$ cat src/rtl/silu_arbiter_if.sv
// silu_arbiter_if: requester, PWL-unit and response signals shared by silu_arbiter and its users
interface silu_arbiter_if #(parameter int N = 4, parameter int W = 16);
  logic en;
  logic [N-1:0] req_valid;
  logic [N-1:0] req_last;
  logic [N-1:0] req_ready;
  logic [N*W-1:0] req_x;
  logic [W-1:0] pwl_x;
  logic [W-1:0] pwl_y;
  logic pwl_rst_n;
  logic [N-1:0] rsp_valid;
  logic [W-1:0] rsp_y;
  logic rsp_last;
  logic idle;
  modport master (
    output en, req_valid, req_last, req_x, pwl_y,
    input req_ready, pwl_x, pwl_rst_n, rsp_valid, rsp_y, rsp_last, idle
  );
  modport slave (
    input en, req_valid, req_last, req_x, pwl_y,
    output req_ready, pwl_x, pwl_rst_n, rsp_valid, rsp_y, rsp_last, idle
  );
endinterface

$ cat src/rtl/silu_arbiter.sv
// silu_arbiter: round-robin sharing of one SiLU PWL unit among N requesters, burst locking, fixed 3-cycle return
module silu_arbiter #(
  parameter int N = 4,
  parameter int W = 16
) (
  input logic clk,
  input logic rst,
  silu_arbiter_if.slave bus
);
  localparam int IW = (N > 1) ? $clog2(N) : 1;
  logic [IW-1:0] ptr;
  logic [IW-1:0] lock_id;
  logic [IW-1:0] rr_g;
  logic [IW-1:0] g;
  logic [IW-1:0] s1_id;
  logic [IW-1:0] s2_id;
  logic lock;
  logic rr_hit;
  logic acc;
  logic s1_v;
  logic s1_l;
  logic s2_v;
  logic s2_l;
  // Scan from farthest to nearest so the port right after ptr wins.
  always_comb begin
    rr_g = '0;
    rr_hit = 1'b0;
    for (int k = N; k >= 1; k--) begin
      if (bus.req_valid[(int'(ptr) + k) % N]) begin
        rr_g = IW'((int'(ptr) + k) % N);
        rr_hit = 1'b1;
      end
    end
  end
  assign g = lock ? lock_id : rr_g;
  assign acc = ~rst & bus.en & (lock ? bus.req_valid[lock_id] : rr_hit);
  assign bus.req_ready = acc ? N'(1) << g : '0;
  assign bus.pwl_rst_n = ~rst;
  assign bus.idle = ~s1_v & ~s2_v & ~lock & ~|bus.rsp_valid;
  always_ff @(posedge clk) begin
    if (rst) begin
      ptr <= IW'(N - 1);
      lock <= 1'b0;
      lock_id <= '0;
      bus.pwl_x <= '0;
      s1_v <= 1'b0;
      s1_id <= '0;
      s1_l <= 1'b0;
      s2_v <= 1'b0;
      s2_id <= '0;
      s2_l <= 1'b0;
      bus.rsp_valid <= '0;
      bus.rsp_y <= '0;
      bus.rsp_last <= 1'b0;
    end else begin
      if (acc) begin
        bus.pwl_x <= bus.req_x[g*W +: W];
        ptr <= g;
        lock <= ~bus.req_last[g];
        lock_id <= g;
        s1_id <= g;
        s1_l <= bus.req_last[g];
      end
      s1_v <= acc;
      s2_v <= s1_v;
      s2_id <= s1_id;
      s2_l <= s1_l;
      bus.rsp_valid <= s2_v ? N'(1) << s2_id : '0;
      bus.rsp_y <= bus.pwl_y;
      bus.rsp_last <= s2_l;
    end
  end
endmodule

$ cat src/flat_wrapper.sv
// flat-port wrapper written by rule: the top's interface ports become plain ports
module silu_arbiter_flat 
#(
  parameter int N = 4,
  parameter int W = 16
)
  (clk, rst, bus_en, bus_req_valid, bus_req_last, bus_req_x, bus_pwl_y, bus_req_ready, bus_pwl_x, bus_pwl_rst_n, bus_rsp_valid, bus_rsp_y, bus_rsp_last, bus_idle);
  silu_arbiter_if #(.N(N), .W(W)) bus_i ();
  input logic clk;
  input logic rst;
  input wire logic [$bits(bus_i.en)-1:0] bus_en;
  input wire logic [$bits(bus_i.req_valid)-1:0] bus_req_valid;
  input wire logic [$bits(bus_i.req_last)-1:0] bus_req_last;
  input wire logic [$bits(bus_i.req_x)-1:0] bus_req_x;
  input wire logic [$bits(bus_i.pwl_y)-1:0] bus_pwl_y;
  output wire logic [$bits(bus_i.req_ready)-1:0] bus_req_ready;
  output wire logic [$bits(bus_i.pwl_x)-1:0] bus_pwl_x;
  output wire logic [$bits(bus_i.pwl_rst_n)-1:0] bus_pwl_rst_n;
  output wire logic [$bits(bus_i.rsp_valid)-1:0] bus_rsp_valid;
  output wire logic [$bits(bus_i.rsp_y)-1:0] bus_rsp_y;
  output wire logic [$bits(bus_i.rsp_last)-1:0] bus_rsp_last;
  output wire logic [$bits(bus_i.idle)-1:0] bus_idle;
  assign bus_i.en = bus_en;
  assign bus_i.req_valid = bus_req_valid;
  assign bus_i.req_last = bus_req_last;
  assign bus_i.req_x = bus_req_x;
  assign bus_i.pwl_y = bus_pwl_y;
  assign bus_req_ready = bus_i.req_ready;
  assign bus_pwl_x = bus_i.pwl_x;
  assign bus_pwl_rst_n = bus_i.pwl_rst_n;
  assign bus_rsp_valid = bus_i.rsp_valid;
  assign bus_rsp_y = bus_i.rsp_y;
  assign bus_rsp_last = bus_i.rsp_last;
  assign bus_idle = bus_i.idle;
  silu_arbiter #(.N(N), .W(W)) u_core (.clk(clk), .rst(rst), .bus(bus_i));
endmodule
$ cat config.mk
export PLATFORM = sky130hd
export DESIGN_NAME = silu_arbiter_flat
export DESIGN_NICKNAME = d
export VERILOG_FILES = /design/src/rtl/silu_arbiter_if.sv /design/src/rtl/silu_arbiter.sv /design/src/flat_wrapper.sv
export SDC_FILE = /design/constraint.sdc
export NUM_CORES = 1
export LEC_CHECK = 0
export CORE_MARGIN = 3
export CORE_UTILIZATION = 34
export CTS_CLUSTER_DIAMETER = 30
export DETAILED_ROUTE_END_ITERATION = 7
export PLACE_DENSITY = 0.87
export SLEW_MARGIN = 15
export SYNTH_ARGS = -nofsm -noshare
export SYNTH_HDL_FRONTEND = slang
export SYNTH_SLANG_ARGS = --single-unit
$ cat constraint.sdc
create_clock -name clk -period 2.8 [get_ports clk]
set_input_delay 0.7 -clock clk [delete_from_list [all_inputs] [get_ports clk]]
set_output_delay 0.7 -clock clk [all_outputs]
set_load 0.01 [all_outputs]
Word level (Yosys, flattened, before mapping) --
Index checks and enable logic that the tools add are counted.
Cells by class: mux-type cells 27, reduce and logical (&&, ||, !) cells 7, shift-type cells 3, add/sub/neg operators 4, $lt $le $gt $ge 6, bitwise logic cells 14
Operators by type and width (count):
- indexed part select 64 x 7 -> 16 bit | 1
- less-than comparator 3 x 4 -> 1 bit (second input constant) | 4
- 2-to-1 mux 1 bit | 15
- binary-select mux 1 bit (select 2 bit) | 6
- 2-to-1 mux 2 bit | 5
- OR reduction 2 bit | 5
- left shift 1 x 2 -> 4 bit (first input constant) | 2
- less-than comparator 2 x 3 -> 1 bit (second input constant) | 2
- AND 1 bit | 5
- NOT 1 bit | 5
- adder 2 x 1 -> 2 bit (second input constant) | 2
- adder 2 bit (second input constant) | 2
- AND 1 bit (first input constant) | 4
- 2-to-1 mux 4 bit | 1
- OR reduction 4 bit | 1
- logical NOT 1 bit | 1
Word-level totals: flip-flop bits (word level) 48, logic and storage cells 73

Longest topological paths before layout --
depth after elaboration 14, mapped depth 9, mapped depth without buffers 6

Worst setup path after synthesis --
No wires, ideal clock.
path kind input to output, start point in bus_req_valid[0], end point out bus_req_ready[3], slack -0.060 ns, stages 7, data required time 2.100 ns, data arrival time 2.160 ns, path buffers 3, path through buf_2 > a41oi_1 > a31o_1 > buf_6 > buf_8 > and2_1 > nor2b_1
On the way: longest elaborated chain between the ends 10
RTL lines:
- start: declaration | RTL line flat_wrapper.sv:12 | input wire logic [$bits(bus_i.req_valid)-1:0] bus_req_valid;
- binary-select mux 1 bit (select 2 bit) | RTL line silu_arbiter.sv:29 | if (bus.req_valid[(int'(ptr) + k) % N]) begin
- 2-to-1 mux 1 bit (implied by the code) (2 in a row) | RTL line silu_arbiter.sv:29
- 2-to-1 mux 2 bit or 2-to-1 mux 1 bit (tied branches) (4 in a row) | RTL line silu_arbiter.sv:29
- 2-to-1 mux 2 bit or 2-to-1 mux 1 bit (tied branches) | RTL line silu_arbiter.sv:35, silu_arbiter.sv:36
- left shift 1 x 2 -> 4 bit or AND 1 bit (tied branches) | RTL line silu_arbiter.sv:37, silu_arbiter.sv:36
- 2-to-1 mux 4 bit (*) | RTL line silu_arbiter.sv:37 | assign bus.req_ready = acc ? N'(1) << g : '0;
- end: declaration | RTL line flat_wrapper.sv:16 | output wire logic [$bits(bus_i.req_ready)-1:0] bus_req_ready;
Mark *: on every way between the ends. The rest lies on a longest branch, timed or not. The select of a mux whose other input is x is not followed.

Final worst setup path --
start point in bus_req_valid[1], end point out bus_req_ready[3]
Same word-level chain as after synthesis.

==> summary.txt <==
Hold WC Path Type: register to register
IO buf count: 133
Die ar.: 7910 µm²
H-tree depth: 2
RSZ-0062 raised after global routing: no
gr usage total: 0.197
cts bufs inserted: 5
# IOs: 134
initial antenna violation count: 0
deepest clock path buffer count: 2
total wire length: 7980 µm
gpl congestion: 0.804
leakage dissipation: 1.55 nW
fraction of registers with async set or reset after synthesis: 0
fin util: 0.615
DRC Markers: 0
Finished Layout Cells: 470
DP HPWL: 5890 µm
Top Layer Used: met4
Worst Setup End Kind: primary output
maxcap violations: 0
clk slew on worst S/H paths: 0.09 ns
post-synthesis cell type count: 41
Fillers: 583
CTS tree: built
Total Power: 1.81 mW
Syn Nets: 338
setup_tns: 0 ns
root buffer cell: clkbuf_8
Initial Util: 0.360
Synth warnings: 0
met2 wire len: 4160 µm
prevailing post-synth register cell: dfxtp_1
die height: 89.0 µm
Mapped Area: 2340 µm²
number of flops mapped to enable cells by yosys: 0
syn avg cell area: 9.47 µm²
DR vias: 2527
M1 WL: 3160 µm
Clk Latency, worst-skew pair: 0.30 ns
first-pass GRT wire length: 12200 µm
vias in the first global route: 2558
TritonCTS Sinks: 48
GRT overflow: 0
Worst slew margin: 0.604
reg2reg setup slack: 0.34 ns
clock skew: 0.00755 ns
pin count of the biggest net entering global routing: 40
met3 wire length: 576 µm
Slew @ Worst Pin: 0.579 ns
number of core rows: 29
ANT cells: 0
Hold Crit Start: u_core.s2_l$_SDFF_PP0_
dominant cells by area after synthesis: dfxtp_1 (41%), nor2b_1 (7.0%), a2111oi_1 (6.8%)
WP data required: 2.10 ns
power per cell area: 454 nW/µm²
VDD IR max: 0.223 mV
P&R area growth vs syn: 70.7%
WS Path Type: primary input to primary output
Critical Path Source Type: primary input
drt pass-1 iters: 4
Placed Cells: 458
Reg2Reg Depth: 9
reg2reg end: u_core.bus.pwl_x[5]$_SDFFE_PP0P_
Core Area: 6490 µm²
register bit total from synthesis: 48
crit path max fanout: 3
First DRT Iteration DRCs: 148
Nets: 483
DR vias/cell: 5.38
antenna violation net count after detailed routing: 0
crit path DAT: 2.04 ns
cell taking the most area after synthesis: dfxtp_1
status: completed
Tcrit/Tclk final: 0.978
Period minus WS final: 2.74 ns
Worst R2R Start: u_core.lock_id[1]$_SDFFE_PP0P_
register area share after synthesis: 0.411
worst setup path startpoint: bus_req_valid[1]
depth of the worst hold-timing path: 1
# setup viols final: 0
Die X: 89.0 µm
Mapped Cells: 247
Max Clk Rate: 365 MHz
# hold bufs at CTS: 0
top cell type's share of synthesized area: 0.411
layout cells sized above 1: 0.163
Fin. Hold Viols: 0
WL/cell: 17.0 µm
end of the worst hold path: u_core.bus.rsp_last$_SDFF_PP0_
fin. max-slew vios: 0
## worst max-delay path by stage
stage	to	slack [ns]
4_1_cts	bus_req_ready[0]	0.001
2_1_floorplan	bus_req_ready[3]	-0.005
5_1_grt	bus_req_ready[3]	0.01
3_3_place_gp	bus_req_ready[0]	-0.78
3_5_place_dp	bus_req_ready[0]	-0.81
6_report	bus_req_ready[3]	0.06
## power by group
group	switching [mW]	internal, mW	total, mW
registers	0.0278	0.728	0.756
clock network	0.248	0.269	0.518
logic	0.232	0.308	0.539
## worst max-delay path, stage by stage
cell      delay [ns]
buf_2           0.10
nor2b_4         0.13
a211oi_1        0.05
or4_4           0.59
inv_4           0.08
and2_4          0.14
nor2b_1         0.11
buf_2           0.13
## sequential cells by signal, summed over array words and instances (netlist names), 2 cells and up
register              count
u_core.bus.rsp_valid      4
u_core.bus.rsp_y         16
u_core.bus.pwl_x         16
u_core.ptr                2
u_core.lock_id            2
u_core.s2_id              2
## cells in the final DEF (no fill, tap or decap), types with 5 or more instances in the layout
cell             count
nor2b_1             24
inv_1               18
a2111oi_0           16
clkdlybuf4s50_1    122
a311oi_1            16
mux2i_1             16
a2111oi_1           16
nand2_1              5
nor2_1              20
buf_2                7
dfxtp_1             47
buf_4               26
clkbuf_8             5
## routing by layer
layer  GRT usage  up-vias
li1            -     1205
met1       0.233     1201
met2       0.356      112
met3      0.0452        9
met4      0.0528        0
met5           0        -
## synthesized netlist by cell type, types with 3 or more instances
master / n
a2111oi_0: 16
a2111oi_1: 16
a311oi_1: 16
and2_1: 5
buf_2: 4
clkbuf_1: 13
dfxtp_1: 48
inv_1: 19
mux2_2: 3
mux2i_1: 16
nand2_1: 5
nand2b_1: 3
nor2_1: 21
nor2b_1: 26
nor3b_1: 4
## cells by family after synthesis
kind of cell / count (synthesis) / synth area share
muxes: 19 / 0.0829
and+or+nand+nor: 72 / 0.171
AOI/OAI and AO/OA: 64 / 0.244
DFF: 48 / 0.411
buffers and inverters: 44 / 0.0909
## through the flow
step / cell area, µm² / setup WS, ns / hold WS, ns
after global placement: 3840 / -0.778 / 0.423
final: 3990 / 0.0623 / 0.461
after detailed placement: 3840 / -0.805 / 0.435
after global routing: 3990 / 0.0114 / 0.464
after CTS: 3980 / 0.000998 / 0.460
after floorplan: 2360 / -0.00516 / 0.414
## area by class of cell
cell class	count	area [µm²]	area share
clock buffer	5	68.8	0.0172
clock inverter	3	46.3	0.0116
sequential	48	962	0.241
timing repair buffer	162	1520	0.380
tap	77	96.3	0.0241
inverter	20	77.6	0.0194
multi-input combinational	155	1230	0.307
## timing repair
item | in CTS | in global routing
gates resized for setup | 44 | 8
buffers inserted | 3 | 1
pin swaps | 5 | 2
endpoints found under the setup margin | 15 | 5
(Power assumes the default switching activity.)
